==> src/rtl/assoc_pkg.sv <==
// Shared definitions for the associative search engine.
//   - state encoding constants and the FSM state type
//   - clog2 helper used to size address ports
package assoc_pkg;

  localparam logic [1:0] ST_IDLE  = 2'd0;
  localparam logic [1:0] ST_SCAN  = 2'd1;
  localparam logic [1:0] ST_DRAIN = 2'd2;
  localparam logic [1:0] ST_DONE  = 2'd3;

  typedef enum logic [1:0] {
    IDLE  = ST_IDLE,
    SCAN  = ST_SCAN,
    DRAIN = ST_DRAIN,
    DONE  = ST_DONE
  } state_t;

  // Ceiling log2, never less than 1 so a 1-bit address is the minimum.
  function automatic int unsigned clog2(input int unsigned value);
    int unsigned w;
    w = 0;
    for (int unsigned i = 0; i < 32; i++) begin
      if ((32'd1 << i) < value) w = i + 1;
    end
    return (w == 0) ? 1 : w;
  endfunction

endpackage

==> src/rtl/masked_compare.sv <==
// Masked equality: hit_c is high when every bit enabled by mask agrees
// between data and key. An all-zero mask matches anything.
//   data  : word under test
//   key   : reference word
//   mask  : per-bit compare enable
//   hit_c : combinational match flag
module masked_compare #(
  parameter int unsigned DATA_W = 8
) (
  input  logic [DATA_W-1:0] data,
  input  logic [DATA_W-1:0] key,
  input  logic [DATA_W-1:0] mask,
  output logic              hit_c
);

  assign hit_c = ~|((data ^ key) & mask);

endmodule

==> src/rtl/assoc_search_engine.sv <==
// Sequential associative search over a synchronous-read memory.
// Scans addresses 0..DEPTH-1, compares each returned word against a masked
// key one cycle after the read, and reports first match address and count.
//   clk, rst            : clock, async active-high reset
//   start/key/mask/mode : search request (sampled in IDLE only)
//   busy                : high outside IDLE
//   mem_rd_en/mem_addr  : read port to memory, mem_data returns next cycle
//   done                : one-cycle completion pulse
//   found/match_addr/match_count : results, held until next accepted start
module assoc_search_engine
  import assoc_pkg::*;
#(
  parameter  int unsigned DATA_W = 8,
  parameter  int unsigned DEPTH  = 16,
  localparam int unsigned ADDR_W = clog2(DEPTH)
) (
  input  logic              clk,
  input  logic              rst,
  input  logic              start,
  input  logic [DATA_W-1:0] key,
  input  logic [DATA_W-1:0] mask,
  input  logic              mode,
  output logic              busy,
  output logic              mem_rd_en,
  output logic [ADDR_W-1:0] mem_addr,
  input  logic [DATA_W-1:0] mem_data,
  output logic              done,
  output logic              found,
  output logic [ADDR_W-1:0] match_addr,
  output logic [ADDR_W:0]   match_count
);

  localparam logic [ADDR_W-1:0] LAST_ADDR = ADDR_W'(DEPTH - 1);

  state_t              state;
  state_t              state_nxt;
  logic [DATA_W-1:0]   key_l;
  logic [DATA_W-1:0]   mask_l;
  logic                mode_l;
  logic                vld_d;
  logic [ADDR_W-1:0]   addr_d;
  logic                hit_c;
  logic                accept;
  logic                take;
  logic                rd_en_nxt;
  logic [ADDR_W-1:0]   addr_nxt;

  masked_compare #(.DATA_W(DATA_W)) u_cmp (
    .data  (mem_data),
    .key   (key_l),
    .mask  (mask_l),
    .hit_c (hit_c)
  );

  // State register
  always_ff @(posedge clk or posedge rst) begin
    if (rst) state <= IDLE;
    else     state <= state_nxt;
  end

  // Next state, next read address and datapath enables
  always_comb begin
    state_nxt = state;
    rd_en_nxt = 1'b0;
    addr_nxt  = '0;
    accept    = 1'b0;
    // Compares are only honoured while searching; a read still in flight
    // after a first-match exit lands in DONE and is dropped here.
    take      = ((state == SCAN) || (state == DRAIN)) && vld_d && hit_c;
    case (state)
      IDLE: begin
        if (start) begin
          accept    = 1'b1;
          state_nxt = SCAN;
          rd_en_nxt = 1'b1;
        end
      end
      SCAN: begin
        // Early exit takes priority over the end-of-range transition.
        if (take && !mode_l) begin
          state_nxt = DONE;
        end else if (mem_addr == LAST_ADDR) begin
          state_nxt = DRAIN;
        end else begin
          rd_en_nxt = 1'b1;
          addr_nxt  = mem_addr + 1'b1;
        end
      end
      DRAIN:   state_nxt = DONE;
      DONE:    state_nxt = IDLE;
      default: state_nxt = IDLE;
    endcase
  end

  // Registered outputs, read pipeline and result accumulation
  always_ff @(posedge clk or posedge rst) begin
    if (rst) begin
      busy        <= 1'b0;
      done        <= 1'b0;
      mem_rd_en   <= 1'b0;
      mem_addr    <= '0;
      vld_d       <= 1'b0;
      addr_d      <= '0;
      key_l       <= '0;
      mask_l      <= '0;
      mode_l      <= 1'b0;
      found       <= 1'b0;
      match_addr  <= '0;
      match_count <= '0;
    end else begin
      busy      <= (state_nxt != IDLE);
      done      <= (state_nxt == DONE);
      mem_rd_en <= rd_en_nxt;
      mem_addr  <= addr_nxt;
      vld_d     <= mem_rd_en;
      addr_d    <= mem_addr;
      if (accept) begin
        key_l       <= key;
        mask_l      <= mask;
        mode_l      <= mode;
        found       <= 1'b0;
        match_addr  <= '0;
        match_count <= '0;
      end else if (take) begin
        if (!found) begin
          found      <= 1'b1;
          match_addr <= addr_d;
        end
        match_count <= match_count + 1'b1;
      end
    end
  end

endmodule
==> config.mk <==
export PLATFORM = sky130hd
export DESIGN_NAME = assoc_search_engine
export DESIGN_NICKNAME = d
export VERILOG_FILES = /design/src/rtl/assoc_pkg.sv /design/src/rtl/masked_compare.sv /design/src/rtl/assoc_search_engine.sv
export SDC_FILE = /design/constraint.sdc
export NUM_CORES = 1
export LEC_CHECK = 0
export ABC_AREA = 1
export CORE_ASPECT_RATIO = 1.4
export CORE_MARGIN = 10
export CORE_UTILIZATION = 52
export CTS_CLUSTER_SIZE = 12
export DETAILED_ROUTE_END_ITERATION = 6
export HOLD_SLACK_MARGIN = 0.08
export PLACE_DENSITY_LB_ADDON = 0.05
export SLEW_MARGIN = 20
export SYNTH_ARGS = -nofsm -noshare
export SYNTH_HDL_FRONTEND = slang
export SYNTH_SLANG_ARGS = --single-unit
==> constraint.sdc <==
create_clock -name clk -period 3.7 [get_ports clk]
set_clock_uncertainty 0.2 [all_clocks]
set_input_delay 0.74 -clock clk [delete_from_list [all_inputs] [get_ports clk]]
set_output_delay 0.74 -clock clk [all_outputs]
set_load 0.1 [all_outputs]
Word level (Yosys, flattened, before mapping)
Index checks and enable logic that the tools add are counted.
{ "classes": {"addsub": 2, "n_eq_ne": 6, "muxes": 19, "n_bitwise": 2, "n_reduce_logical": 11} }
{ "ops": {"columns": ["cell", "n"], "rows": [
  ["4-bit 2-to-1 mux", 6],
  ["5-bit 2-to-1 mux", 2],
  ["8-bit AND", 1],
  ["2-bit case mux with 4 select lines", 1],
  ["8-bit OR reduction", 1],
  ["8-bit XOR", 1],
  ["2-bit equality test (second input constant)", 3],
  ["1-bit 2-to-1 mux", 6],
  ["2-bit 2-to-1 mux", 3],
  ["5-bit by 1-bit adder with 5-bit output (second input constant)", 1],
  ["4-bit by 1-bit adder with 4-bit output (second input constant)", 1],
  ["4-bit equality test (second input constant)", 1],
  ["2-bit nonzero test", 2],
  ["1-bit logical AND", 3],
  ["2-bit by 1-bit equality test with 1-bit output (second input constant)", 1],
  ["1-bit zero test", 2],
  ["2-bit zero test", 1],
  ["2-bit by 1-bit inequality test with 1-bit output (second input constant)", 1],
  ["1-bit case mux with 2 select lines", 1],
  ["2-bit AND reduction", 1],
  ["1-bit logical OR", 1]
]} }
{ "word_totals": {"regBits": 41, "in_bits": 28, "output_inout_bits": 17, "wordCells": 53} }

Logic depth before layout (Yosys ltp)
Gate-level depths: netlist (run 1).
{ "logic_depth": {"word_depth": 9, "depth_mapped": 11, "depth_no_buf": 11} }

Cells and area by module
Synthesis (run 1) repeated with hierarchy kept, for this count alone.
{ "hier_totals": {"cells_unflattened": 217, "hier_area_um2": 1854.3} }
{ "modules_own_cells": {"columns": ["mod", "n_inst", "cells_each", "area_per_inst_um2", "seq_area_each_um2"], "rows": [
  ["assoc_search_engine", 1, 175, 1691.6, 1026.0],
  ["masked_compare", 1, 42, 162.7, 0.0]
]} }

Worst setup path after synthesis (run 1)
Ideal clock, no wire load.
{ "synth_path": {"path_type": "register to register", "from": "reg mem_addr[0]", "to": "reg done", "setup_time_ns": 0.077, "arrival_time_ns": 1.825, "required_time_ns": 3.423, "path_slack_ns": 1.597, "stages_incl_launch_ff": 10, "n_path_buf": 0, "period_less_slack_ns": 2.103, "path_cell_list": "dfrtp_1 -> ha_1 -> nand3_1 -> nand2_1 -> inv_1 -> nand2_1 -> nand2_1 -> nand2_1 -> nand2_1 -> a21oi_1"} }
{ "synth_between": {"elab_chain_len": 5} }
{ "synth_rtl": {"columns": ["item", "line_no", "source"], "rows": [
  ["from (decl)", "assoc_search_engine.sv:25", "output logic [ADDR_W-1:0] mem_addr,"],
  ["from (signal assigned)", "assoc_search_engine.sv:114", "mem_addr <= addr_nxt;"],
  ["4-bit equality test", "assoc_search_engine.sv:82", "end else if (mem_addr == LAST_ADDR) begin"],
  ["2-bit 2-to-1 mux", "assoc_search_engine.sv:82", null],
  ["2-bit 2-to-1 mux", "assoc_search_engine.sv:80", "if (take && !mode_l) begin"],
  ["2-bit case mux with 4 select lines", "assoc_search_engine.sv:70", "case (state)"],
  ["2-bit equality test", "assoc_search_engine.sv:112", "done <= (state_nxt == DONE);"],
  ["to (signal assigned)", "assoc_search_engine.sv:112", null],
  ["to (decl)", "assoc_search_engine.sv:27", "output logic done,"]
]} }
No other way between the ends.
A chain may end at the register's enable or synchronous reset.

Worst setup path in the final report (run 1)
{ "layout_path": {"from": "reg found", "to": "out found"} }
{ "layout_rtl": {"columns": ["item", "line_no", "source"], "rows": [
  ["from (decl)", "assoc_search_engine.sv:28", "output logic found,"],
  ["from (signal assigned)", "assoc_search_engine.sv:107", "found <= 1'b0;"],
  ["from (signal assigned)", "assoc_search_engine.sv:121", "found <= 1'b0;"],
  ["from (signal assigned)", "assoc_search_engine.sv:126", "found <= 1'b1;"]
]} }
No word-level cell between the ends.

==> metrics.txt, run 1 <==
CTS tree=done; total grt overflow=0; Clock Latency Late Sink=0.29 ns; reg2reg path depth=6; synthesized cell area=1850 µm²; multi-input logic area=687 µm²; H-tree lvl count=2; Slew Viols, Final=0; Core ar.=3410 µm²; post-route ant nets=0; Reg-to-Reg Start=state[0]; WP data arrival=1.83 ns; Crit path required time=2.76 ns; port bufs=44; Die ar.=6370 µm²; drt first pass iters=4; Residual DRC=0; Final #Nets=301; Final Hold Violating Endpoints=0; hold path depth=0; synth warn=0; fin crit period=2.77 ns; TNS Setup=0 ns; share of cells above drive strength 1=7.49%; Worst R2R End=key_l[3]; register area=1030 µm²; critical path endpoint category=primary output; Synth Net Count=252; RSZ-0062 raised after global routing=false; #FFs+latches synth=41; number of global-route vias before repair=1507; Max-slew headroom=35.0%; CTS root buf=clkbuf_8; VDD IR max=0.870 mV; Place WS=0.839 ns; Die H=90.5 µm; GPL Wtd Cong=0.714; via/cell ratio=4.74; Fillers=281; Avg Cell Area, Syn=8.47 µm²; Post-Synthesis Cells=218; Total GRT Usage=12.0%; Routed Wire Length=3.59 mm; Setup CP Type=flop to primary output; CP bufs+invs=1; initial core utilization=54.1%; Worst path slowest cell=clkdlybuf4s50_1; initial antenna violation count=0; Hold WC Path Type=flop to flop; area growth from synthesis to layout=31.2%; Cell variety after synth=21; top achievable clock speed=361 MHz; row count=25; CP max FO=4; I/O pin count=45; worst slew pin tran=0.972 ns; deepest clock path buffer count=2; status=complete, no violations; Setup Fix Bufs, Post-CTS=0; P_leak=1.23 nW; Wirelength per Cell=11.7 µm; 1st-iter DRT viols=54; clock slew at reported path FFs=0.07 ns; max_cap viols=0; # setup viols final=0; Hold EP=vld_d; CTS Buf Count=5; post_cts resized=0; Critical Path Max Stage Delay=1.15 ns; routed vias=1456; DPL Wire Length=2.70 mm; n_diodes=0; Hold-fix buffers, CTS=0; Final Cycle Share=74.9%; largest net degree at the start of global routing=42; die width=70.4 µm; worst hold start=mem_rd_en; CP Launch Type=flop; post-synthesis sequential area ratio=55.6%; clk sinks=41; Reg2Reg Setup Slack=1.40 ns; PnR worst setup slack=0.930 ns; first-pass GRT wire length=6.47 mm; CP top delay family=buffers and inverters; worst-path cell chain=clkdlybuf4s50_1; Pwr Density=853 nW/µm²
[through the flow]
step           cells  hold slack [ns]  utilization [%]  power (mW)  area [µm²]
6_report         307            0.194             71.0        2.07        2420
5_1_grt          307            0.217             71.0        2.23        2420
2_1_floorplan    218            0.249                -        1.50        1850
3_5_place_dp     300            0.162             68.0        1.75        2320
4_1_cts          307            0.196             71.0        2.10        2420
3_3_place_gp     300            0.170             68.0        1.73        2320
[how the worst max path moves through the flow]
stage | start | depth (start not counted) | to | slack, ns
2_1_floorplan | mem_addr[0] | 9 | done | 1.60
3_3_place_gp | start | 5 | match_count[3] | 0.94
3_5_place_dp | start | 5 | match_count[3] | 0.84
4_1_cts | found | 1 | found | 0.91
5_1_grt | found | 1 | found | 0.87
6_report | found | 1 | found | 0.93
[sequential cells by signal (all words and copies together) (netlist names)]
name,count
key_l,8
mask_l,8
match_count,5
addr_d,4
match_addr,4
mem_addr,4
state,2
busy,1
done,1
found,1
mem_rd_en,1
mode_l,1
vld_d,1
[area by class of cell]
class	instances	share of cell area (%)
flip-flops and latches	41	42.4
multi-input cells	142	28.4
repair buffers	46	18.1
inverters	31	4.81
clock buffers	5	2.84
well taps	40	2.07
clock inverters	2	1.45
[cell families after synthesis]
group	synth area share [%]
simple gates	26.1
flops	55.6
fa+ha+maj	4.07
buf+inv	7.19
xor+xnor	1.90
compound gates	5.15
[cell usage after synthesis]
cell | number | share of area, %
a21oi_1 | 3 | 0.81
buf_1 | 1 | 0.20
buf_2 | 1 | 0.27
clkbuf_1 | 2 | 0.41
clkinv_1 | 1 | 0.20
dfrtp_1 | 41 | 56
ha_1 | 6 | 4.1
inv_1 | 30 | 6.1
nand2_1 | 76 | 15
nand3_1 | 16 | 4.3
nand3_4 | 1 | 0.95
nand4_1 | 2 | 0.68
nor2_1 | 15 | 3.1
nor2_2 | 2 | 0.68
nor3_1 | 1 | 0.27
nor3b_2 | 1 | 0.68
o21ai_0 | 13 | 3.5
o21bai_1 | 1 | 0.41
o31ai_1 | 1 | 0.41
xnor2_1 | 1 | 0.47
xor2_1 | 3 | 1.4
[report_power, final]
part,total (mW),internal [mW],switching (mW)
Clock,0.334,0.196,0.138
Combinational,1.01,0.278,0.730
Sequential,0.724,0.621,0.103
Total,2.07,1.09,0.971
[placed cells by master (no fill, tap or decap), types with 2 or more instances in the layout]
cell	count
a21oi_1	3
buf_4	9
clkbuf_8	5
clkdlybuf4s50_1	37
dfrtp_1	41
ha_1	6
inv_1	30
nand2_1	76
nand3_1	16
nand4_1	2
nor2_1	15
nor2_2	2
o21ai_0	13
xor2_1	3
[per-layer routing]
layer | share of wire [%] | global-route usage (%) | vias to the layer above
li1 | - | - | 766
met1 | 43 | 13.6 | 649
met2 | 47 | 19.3 | 34
met3 | 7.7 | 5.39 | 7
met4 | 1.8 | 4.46 | 0
met5 | 0 | 0 | -
(Power assumes the default switching activity.)
==> inputs of run 2 (changes only) <==
--- a/config.mk
+++ b/config.mk
@@ -8,7 +8,7 @@
 export ABC_AREA = 1
 export CORE_ASPECT_RATIO = 1.4
 export CORE_MARGIN = 10
-export CORE_UTILIZATION = 52
+export CORE_UTILIZATION = 44
 export CTS_CLUSTER_SIZE = 12
 export DETAILED_ROUTE_END_ITERATION = 6
 export HOLD_SLACK_MARGIN = 0.08
==> constraint.sdc (replaced) <==
create_clock -name clk -period 2.3 [get_ports clk]
set_clock_uncertainty 0.2 [all_clocks]
set_input_delay 0.46 -clock clk [delete_from_list [all_inputs] [get_ports clk]]
set_output_delay 0.46 -clock clk [all_outputs]
set_load 0.1 [all_outputs]
==> metrics.txt, run 2 (synthesized netlist as in run 1, its figures left out) <==
first-pass GRT wire length=6.23 mm (was 6.47 mm); Residual DRC=0 (unchanged); P_leak=1.28 nW (was 1.23 nW); Flop pwr share=33.7% (was 35.0%); Psw=1.61 mW (was 0.971 mW); via/cell ratio=4.72 (was 4.74); Crit path required time=2.33 ns (was 2.76 ns); CP Launch Type=flop (unchanged); GPL Wtd Cong=0.768 (was 0.714); CTS Buf Count=5 (unchanged); H-tree lvl count=2 (unchanged); final hold slack=0.193 ns (was 0.194 ns); largest registers=key_l (8), mask_l (8), match_count (5) (unchanged); CTS tree=done (unchanged); total grt overflow=0 (unchanged); Setup CP Type=flop to flop (was flop to primary output); row count=27 (was 25); fin crit period=2.14 ns; Clock Latency Late Sink=0.30 ns (was 0.29 ns); Total GRT Usage=10.9% (was 12.0%); Final Hold Violating Endpoints=0 (unchanged); initial antenna violation count=0 (unchanged); max_cap viols=0 (unchanged); clock slew at reported path FFs=0.08 ns (was 0.07 ns); # setup viols final=0 (unchanged); drt first pass iters=4 (unchanged); Hold WC Path Type=flop to flop (unchanged); post-route ant nets=0 (unchanged); Die ar.=7220 µm² (was 6370 µm²); Tot Pwr=3.44 mW (was 2.07 mW); largest net degree at the start of global routing=42 (unchanged); I/O pin count=45 (unchanged); 1st-iter DRT viols=80 (was 54); Max-slew headroom=78.8% (was 35.0%); area growth from synthesis to layout=34.0% (was 31.2%); Routed Wire Length=3.69 mm (was 3.59 mm); CP max FO=4 (unchanged); top achievable clock speed=468 MHz; critical path endpoint category=flop (was primary output); clk sinks=41 (unchanged); commonest non-fill, non-tap cell in the layout=nand2_1 (unchanged); number of global-route vias before repair=1474 (was 1507); Switching Share=46.7% (was 47.0%); die width=74.7 µm (was 70.4 µm); CTS root buf=clkbuf_8 (unchanged); Wirelength per Cell=11.6 µm (was 11.7 µm); clock share of power=17.6% (was 16.2%); status=complete, no violations (unchanged); Final Cycle Share=92.8%; most frequent cells in the layout=76 x nand2_1, 41 x dfrtp_1, 29 x inv_1, 27 x clkdlybuf4s50_1, 24 x buf_4 (was 76 x nand2_1, 41 x dfrtp_1, 37 x clkdlybuf4s50_1, 30 x inv_1, 16 x nand3_1); Final #Nets=307 (was 301); Reg2Reg Setup Slack=0.16 ns (was 1.40 ns); PnR worst setup slack=0.165 ns (was 0.930 ns); Core ar.=3990 µm² (was 3410 µm²); VDD IR max=0.880 mV (was 0.870 mV); DPL Wire Length=2.77 mm (was 2.70 mm); Internal=1.83 mW (was 1.09 mW); worst slew pin tran=0.315 ns (was 0.972 ns); share of cells above drive strength 1=13.5% (was 7.49%); n_diodes=0 (unchanged); Comb pwr share=48.7% (was 48.8%); routed vias=1496 (was 1456); port bufs=44 (unchanged); Pwr Density=1390 nW/µm² (was 853 nW/µm²); deepest clock path buffer count=2 (unchanged); WP data arrival=2.16 ns (was 1.83 ns); Die H=96.6 µm (was 90.5 µm); Place WS=0.00288 ns (was 0.839 ns); TNS Setup=0 ns (unchanged); initial core utilization=46.3% (was 54.1%); Slew Viols, Final=0 (unchanged); Fillers=370 (was 281)
-- run 2: layer usage --
layer  wire [µm]  vias to the layer above  track usage, %
met1        1500                      683            11.4
met2        1830                       34            17.7
li1            -                      773               -
met3         278                        6            4.59
met4          82                        0            5.67
met5           0                        -               0
-- run 2: per-stage QoR --
stage,utilization (%),cell area [µm²],std cells
after floorplan,-,1850,218
after detailed placement,58.7,2340,307
after global placement,58.7,2340,307
after CTS,61.7,2460,315
final,62.1,2470,317
after global routing,62.1,2470,317
-- run 2: cell type report --
| cell class | instances | area (µm²) | area share (%) |
|---|---|---|---|
| Clock buffer | 6 | 82.6 | 3.34 |
| Clock inverter | 2 | 37.5 | 1.52 |
| Inverter | 31 | 116 | 4.70 |
| Multi-Input combinational cell | 142 | 687 | 27.8 |
| Sequential cell | 41 | 1030 | 41.5 |
| Tap cell | 43 | 53.8 | 2.18 |
| Timing Repair Buffer | 52 | 470 | 19.0 |
-- run 2: path summary, 6_finish.rpt --
kind                            from             end  cells past startpoint
min in group asynchronous        rst   match_addr[2]                      3
min                        mem_rd_en           vld_d                      0
max reg2reg                 state[0]            done                     11
max in group asynchronous        rst  match_count[0]                      3
max                         state[0]            done                     11
min reg2reg                mem_rd_en           vld_d                      0
-- run 2: what timing repair did --
item                                    in CTS  in global routing
resized for setup                            0                  0
hold endpoints to repair                     0                  0
endpoints found under the setup margin       0                  2
setup buffers                                0                  2
hold buffers                                 0                  0
-- run 2: critical path: stages (launching register included) --
cell and delay [ns]:
dfrtp_1 0.40, inv_1 0.10, ha_1 0.28, nand2_1 0.04, o21bai_1 0.16, nor2_2 0.21
nand4_1 0.24, nand2_1 0.12, nand2_1 0.05, nand2_1 0.05, nand2_1 0.08, a21oi_1 0.13
-- run 2: power groups by stage --
stage / combinational (mW) / sequential [mW] / clock (mW)
2_1_floorplan: 0.691 / 1.73 / 0
3_3_place_gp: 1.65 / 1.17 / 0
3_5_place_dp: 1.66 / 1.18 / 0
4_1_cts: 1.67 / 1.16 / 0.619
5_1_grt: 1.85 / 1.20 / 0.644
6_report: 1.67 / 1.16 / 0.606
